===== src/rtl/control_unit_decode.sv =====
// Decode-stage control unit: decodes the fetched instruction into EX/WB control fields,
// registers them for EX, and handles load-use bubbles, EX flushes and WB->EX forwarding selects.
module control_unit_decode #(
    parameter logic [31:0] NOP_INST = 32'h0000_0013
) (
    input  logic        clk,
    input  logic        rst,
    input  logic [31:0] Inst_F,
    input  logic        flush,
    output logic [31:0] Inst_decode_reg,
    output logic        Hold_decode_reg,
    output logic        stall_F,
    output logic [1:0]  MemRW_decode_reg,
    output logic        RegWen_decode_reg,
    output logic [2:0]  LdSel_decode_reg,
    output logic [1:0]  WBSel_decode_reg,
    output logic        CSRSel_decode_reg,
    output logic [2:0]  ImmSel_decode_reg,
    output logic        ASel_decode_reg,
    output logic        BSel_decode_reg,
    output logic        BrUn_decode_reg,
    output logic [3:0]  ALUSel_decode_reg,
    output logic        FwdA_decode_reg,
    output logic        FwdB_decode_reg
);
    localparam int unsigned REG_AW = 5;

    localparam logic [4:0] OP_LOAD   = 5'b00000;
    localparam logic [4:0] OP_IMM    = 5'b00100;
    localparam logic [4:0] OP_AUIPC  = 5'b00101;
    localparam logic [4:0] OP_STORE  = 5'b01000;
    localparam logic [4:0] OP_REG    = 5'b01100;
    localparam logic [4:0] OP_LUI    = 5'b01101;
    localparam logic [4:0] OP_BRANCH = 5'b11000;
    localparam logic [4:0] OP_JALR   = 5'b11001;
    localparam logic [4:0] OP_JAL    = 5'b11011;
    localparam logic [4:0] OP_SYSTEM = 5'b11100;

    typedef struct packed {
        logic [1:0] mem_rw;
        logic       reg_wen;
        logic [2:0] ld_sel;
        logic [1:0] wb_sel;
        logic       csr_sel;
        logic [2:0] imm_sel;
        logic       a_sel;
        logic       b_sel;
        logic       br_un;
        logic [3:0] alu_sel;
    } ctrl_t;

    localparam ctrl_t NOP_CTRL = '{mem_rw: 2'b00, reg_wen: 1'b0, ld_sel: 3'd0, wb_sel: 2'b00,
                                   csr_sel: 1'b0, imm_sel: 3'b000, a_sel: 1'b0, b_sel: 1'b1,
                                   br_un: 1'b0, alu_sel: 4'b0000};

    logic [31:0]       r_inst;
    ctrl_t             r_ctrl;
    logic              r_hold;
    logic              r_fwd_a;
    logic              r_fwd_b;

    ctrl_t             w_dec;
    logic [4:0]        w_op;
    logic [2:0]        w_f3;
    logic [REG_AW-1:0] w_rd;
    logic [REG_AW-1:0] w_rs1;
    logic [REG_AW-1:0] w_rs2;
    logic [REG_AW-1:0] w_ex_rd;
    logic              w_rd_wr;
    logic              w_rs1_used;
    logic              w_rs2_used;
    logic              w_ex_load;
    logic              w_hz;
    logic              w_fwd_a;
    logic              w_fwd_b;

    assign w_op    = Inst_F[6:2];
    assign w_f3    = Inst_F[14:12];
    assign w_rd    = Inst_F[11:7];
    assign w_rs1   = Inst_F[19:15];
    assign w_rs2   = Inst_F[24:20];
    assign w_ex_rd = r_inst[11:7];

    // Instruction decode; unknown opcodes fall through to NOP controls
    always_comb begin
        w_dec      = NOP_CTRL;
        w_rd_wr    = 1'b0;
        w_rs1_used = 1'b0;
        w_rs2_used = 1'b0;
        case (w_op)
            OP_REG: begin
                w_dec.b_sel   = 1'b0;
                w_dec.alu_sel = {Inst_F[30], w_f3};
                w_rd_wr       = 1'b1;
                w_rs1_used    = 1'b1;
                w_rs2_used    = 1'b1;
            end
            OP_IMM: begin
                w_dec.alu_sel = {(w_f3 == 3'b101) ? Inst_F[30] : 1'b0, w_f3};
                w_rd_wr       = 1'b1;
                w_rs1_used    = 1'b1;
            end
            OP_LOAD: begin
                w_dec.wb_sel = 2'b01;
                case (w_f3)
                    3'b010:  w_dec.ld_sel = 3'd0;
                    3'b001:  w_dec.ld_sel = 3'd1;
                    3'b101:  w_dec.ld_sel = 3'd2;
                    3'b000:  w_dec.ld_sel = 3'd3;
                    3'b100:  w_dec.ld_sel = 3'd4;
                    default: w_dec.ld_sel = 3'd0;
                endcase
                w_rd_wr    = 1'b1;
                w_rs1_used = 1'b1;
            end
            OP_STORE: begin
                w_dec.imm_sel = 3'b001;
                case (w_f3)
                    3'b010:  w_dec.mem_rw = 2'b01;
                    3'b001:  w_dec.mem_rw = 2'b10;
                    3'b000:  w_dec.mem_rw = 2'b11;
                    default: w_dec.mem_rw = 2'b00;
                endcase
                w_rs1_used = 1'b1;
                w_rs2_used = 1'b1;
            end
            OP_BRANCH: begin
                w_dec.imm_sel = 3'b010;
                w_dec.a_sel   = 1'b1;
                w_dec.br_un   = w_f3[1];
                w_rs1_used    = 1'b1;
                w_rs2_used    = 1'b1;
            end
            OP_JAL: begin
                w_dec.imm_sel = 3'b100;
                w_dec.a_sel   = 1'b1;
                w_dec.wb_sel  = 2'b10;
                w_rd_wr       = 1'b1;
            end
            OP_JALR: begin
                w_dec.wb_sel = 2'b10;
                w_rd_wr      = 1'b1;
                w_rs1_used   = 1'b1;
            end
            OP_LUI: begin
                w_dec.imm_sel = 3'b011;
                w_dec.alu_sel = 4'b1111;
                w_rd_wr       = 1'b1;
            end
            OP_AUIPC: begin
                w_dec.imm_sel = 3'b011;
                w_dec.a_sel   = 1'b1;
                w_rd_wr       = 1'b1;
            end
            OP_SYSTEM: begin
                w_dec.wb_sel  = 2'b11;
                w_dec.csr_sel = (w_f3 == 3'b001) || (w_f3 == 3'b101);
                w_dec.imm_sel = (w_f3 == 3'b101) ? 3'b101 : 3'b000;
                w_rd_wr       = 1'b1;
                w_rs1_used    = (w_f3 == 3'b001);
            end
            default: ;
        endcase
        w_dec.reg_wen = w_rd_wr && (w_rd != REG_AW'(0));
    end

    // Load in EX whose result is needed now: bubble EX and hold fetch
    assign w_ex_load = (r_inst[6:2] == OP_LOAD);
    assign w_hz      = w_ex_load && (w_ex_rd != REG_AW'(0)) &&
                       ((w_rs1_used && (w_rs1 == w_ex_rd)) || (w_rs2_used && (w_rs2 == w_ex_rd)));
    assign stall_F   = w_hz && !flush && !rst;

    assign w_fwd_a = r_ctrl.reg_wen && (w_ex_rd == w_rs1) && w_rs1_used && (w_rs1 != REG_AW'(0));
    assign w_fwd_b = r_ctrl.reg_wen && (w_ex_rd == w_rs2) && w_rs2_used && (w_rs2 != REG_AW'(0));

    always_ff @(posedge clk) begin
        if (rst || flush || w_hz) begin
            r_inst  <= NOP_INST;
            r_ctrl  <= NOP_CTRL;
            r_hold  <= stall_F;
            r_fwd_a <= 1'b0;
            r_fwd_b <= 1'b0;
        end else begin
            r_inst  <= Inst_F;
            r_ctrl  <= w_dec;
            r_hold  <= 1'b0;
            r_fwd_a <= w_fwd_a;
            r_fwd_b <= w_fwd_b;
        end
    end

    assign Inst_decode_reg   = r_inst;
    assign Hold_decode_reg   = r_hold;
    assign MemRW_decode_reg  = r_ctrl.mem_rw;
    assign RegWen_decode_reg = r_ctrl.reg_wen;
    assign LdSel_decode_reg  = r_ctrl.ld_sel;
    assign WBSel_decode_reg  = r_ctrl.wb_sel;
    assign CSRSel_decode_reg = r_ctrl.csr_sel;
    assign ImmSel_decode_reg = r_ctrl.imm_sel;
    assign ASel_decode_reg   = r_ctrl.a_sel;
    assign BSel_decode_reg   = r_ctrl.b_sel;
    assign BrUn_decode_reg   = r_ctrl.br_un;
    assign ALUSel_decode_reg = r_ctrl.alu_sel;
    assign FwdA_decode_reg   = r_fwd_a;
    assign FwdB_decode_reg   = r_fwd_b;

endmodule

===== config.mk =====
export PLATFORM = sky130hd
export DESIGN_NAME = control_unit_decode
export DESIGN_NICKNAME = d
export VERILOG_FILES = /design/src/rtl/control_unit_decode.sv
export SDC_FILE = /design/constraint.sdc
export NUM_CORES = 1
export LEC_CHECK = 0
export ABC_AREA = 0
export ABC_CLOCK_PERIOD_IN_PS = 1800
export BUFFER_PORTS_ARGS = -buffer_cell sky130_fd_sc_hd__buf_2
export CAP_MARGIN = 10
export CORE_ASPECT_RATIO = 1.75
export CORE_MARGIN = 2
export CORE_UTILIZATION = 42
export CTS_CLUSTER_SIZE = 8
export DETAILED_ROUTE_END_ITERATION = 8
export PLACE_DENSITY = 0.8
export SLEW_MARGIN = 20
export SYNTH_ARGS = -nofsm -noshare
export SYNTH_HDL_FRONTEND = slang
export SYNTH_SLANG_ARGS = --single-unit

===== constraint.sdc =====
create_clock -name clk -period 1.8 [get_ports clk]
set_input_delay 0.18 -clock clk [delete_from_list [all_inputs] [get_ports clk]]
set_output_delay 0.18 -clock clk [all_outputs]
set_load 0.01 [all_outputs]

==> summary.json <==
{
  "synth_top_family_by_area": "simple AND/OR/NAND/NOR gates",
  "firstDrtPassIters": 4,
  "wire_length_of_the_first_global_routing_pass_um": 8135,
  "synth_xor_area_share_pct": 4.798,
  "post_cts_hold_buffer_count": 0,
  "reg2reg_from": "Inst_decode_reg[8]",
  "max-clock-path-buffers": 2,
  "h_tree_lvl_count": 2,
  "port_buffers": 89,
  "crit_path_max_incr_delay_ps": 560,
  "seq_total_area_yosys_pct": 53.83,
  "avgSynthCellArea_um2": 9.128,
  "crit_chain": "or4_4 > o21ai_4 > a21oi_4 > buf_4 > buf_8 > buf_12 > or3_1",
  "tritoncts.num_buffers": 5,
  "syn-instance-count": 220,
  "required_ps": 1980,
  "finalInstanceArea_um2": 3065,
  "finish.net_count": 369,
  "synth.top_cells.by_area": "dfxtp_1 54%, nand2_1 6.5%, nor2_1 6.5%, xnor2_1 2.6%, nor3_1 2.2%",
  "timing.max_slew.rel_slack_pct": 72.79,
  "violations": "setup timing",
  "cts_tree": "done",
  "critical_path_peak_fanout": 6,
  "cts.reportedPaths.clkPinSlew_ps": 90,
  "holdWs_ps": 72.78,
  "synth_adder_area_share_pct": 0,
  "synthesis.yosys.warnings": 0,
  "ir_drop_v": 0.0006996,
  "insertion_delay_ps": 300,
  "worstMarginPinSlew_ps": 402.5,
  "num_rows": 33,
  "detailedRoute.firstIterationViolations": 81,
  "dp.cells": 370,
  "route.detailed.vias_per_inst": 5.276,
  "timing.fmax_mhz": 488.1,
  "worstHoldPathType": "input port to register",
  "synth_cell_type_count": 40,
  "combined_global_route_utilization_of_all_metal_layers_pct": 19.49,
  "first_global_vias": 1834,
  "cp-start-kind": "register",
  "timing.final.crit_share_pct": 113.8,
  "cts_sinks": 54,
  "synth_flop_cell": "dfxtp_1",
  "max-cap-violations": 0,
  "drt-wirelength-per-cell_um": 15.32,
  "critPathKind": "register to register",
  "min_period_ps": 2049,
  "post_synth_mux_area_share_pct": 1.495,
  "post-synth-top-count-cell": "dfxtp_1",
  "ys_seq_elements": 54,
  "post-dp-hpwl_um": 4061,
  "globalRoute.totalOverflow": 0,
  "asyncSetResetFlopFracSynth_pct": 0,
  "hold_path_startpoint": "Inst_F[0]",
  "die-width_um": 56.27,
  "antenna_violations_before_repair": 0,
  "cp-startpoint": "Inst_decode_reg[8]",
  "rsz0062_at_grt": "true",
  "max_reg_flops": 32,
  "post-route-drc-count": 0,
  "syn2layout_area_growth_pct": 52.65,
  "finalHoldViolations": 0,
  "clock_tree.root_cell": "clkbuf_8",
  "synth_edf_count": 0,
  "timing_max_transition_violations_final": 0,
  "route.vias.total": 2042,
  "die-height_um": 95.48,
  "final_antenna_net_count": 0,
  "fp.dieArea_um2": 5372,
  "io-pin-count": 90,
  "core_area_um2": 4624,
  "timing.clock.skew_ps": 7.669,
  "synth_common_cells": "54 x dfxtp_1, 35 x nand2_1, 35 x nor2_1",
  "synthesis.area_um2": 2008,
  "critical_path.endpoint_type": "register",
  "effective_utilization_at_floorplan_pct": 43.43,
  "diodes": 0,
  "wirelength_routed_um": 5928,
  "cellLeakagePower_uw": 0.001434,
  "status": "finished, violations left",
  "num-fill-cells": 380,
  "post_route_cells_drive_above_1_share_pct": 46.57,
  "synth_area_in_simple_gates_pct": 29.97,
  "layoutNonFillerInstCount": 387,
  "arrival_ps": 2230,
  "power_density_nw_per_um2": 720.1,
  "timing.critical_path.slowest_stage_cell": "or4_4",
  "synth-compound-area-share_pct": 5.981,
  "yosys.area.top_type": "dfxtp_1",
  "grt_max_degree": 34,
  "synth.net_count": 255,
  "place_congestion": 0.9331,
  "setup_viol": 51,
  "final_critical_path_setup_slack_ps": -248.7,
  "portion_of_synthesized_cell_area_occupied_by_the_leading_cell_type_pct": 53.83,
  "dpl-instance-area_um2": 2645
}
## timing repair
action                     4_1_cts  5_1_grt
cloned                           0        2
gates resized for setup          1       38
pin swaps                        1        8
buffers inserted                 1        7
setup endpoints to repair        5       51
## worst paths after layout
kind                   endpoint  slack, ps  depth (start not counted)
max             BSel_decode_reg       -250                          7
min          Inst_decode_reg[0]         70                          2
max reg2reg     BSel_decode_reg       -250                          7
min reg2reg     FwdA_decode_reg        560                          2
## layout by cell type (no fill, tap or decap), types with 4 or more instances in the layout
master | Yosys | final
buf_2 | 3 | 88
dfxtp_1 | 54 | 52
nand2_1 | 35 | 35
nor2_1 | 35 | 33
buf_4 | 1 | 23
nor3_1 | 9 | 7
clkbuf_8 | 0 | 6
xnor2_1 | 6 | 5
o21ai_0 | 5 | 5
or3_1 | 5 | 5
xor2_1 | 5 | 4
or4_1 | 5 | 4
nor4_4 | 0 | 4
buf_12 | 0 | 4
## where the power goes
part / internal, uW / switching, uW / total, uW
Sequential: 1230 / 13.5 / 1240
Combinational: 128 / 168 / 296
Clock: 311 / 361 / 672
Total: 1660 / 543 / 2210
## cells by family after synthesis
logic type / Yosys count
multiplexers: 3
AO/OA/AOI/OAI: 17
AND/OR/NAND/NOR: 120
XOR/XNOR: 11
buffers and inverters: 15
flip-flops: 54
## through the flow
stage	setup slack [ps]	TNS (ps)	total power, uW	utilization, %
6_report	-248.7	-6318	2208	66.29
3_3_place_gp	14.52	0	1521	57.20
4_1_cts	-232.7	-1553	2193	59.50
5_1_grt	-291.6	-8765	2299	66.29
2_1_floorplan	2.797	0	1389	-
3_5_place_dp	-42.15	-80.39	1526	57.20
## cell type report
class / instances / area, um^2 / area share (%)
repair buffers: 121 / 792.0 / 25.84
clock inverters: 1 / 5.005 / 0.1633
inverters: 1 / 3.754 / 0.1224
flip-flops and latches: 54 / 1086 / 35.43
multi-input cells: 151 / 1027 / 33.51
clock buffers: 7 / 86.33 / 2.816
well taps: 52 / 65.06 / 2.122
## metal layers
metal  global-route usage, %  up-vias  wire length [um]
met4                   9.722        0               215
met3                   3.935       21               334
met5                       0        -                 0
met1                   19.39      952              2120
li1                        -      973                 -
met2                   37.55       96              3258
## critical path: cells and delay by family, from the launching register on
kind,cells,cell delay (ps)
buf+inv,3,410
simple gates,2,890
flops,1,350
compound gates,2,280
No activity file was read; power rests on OpenSTA's default activity.
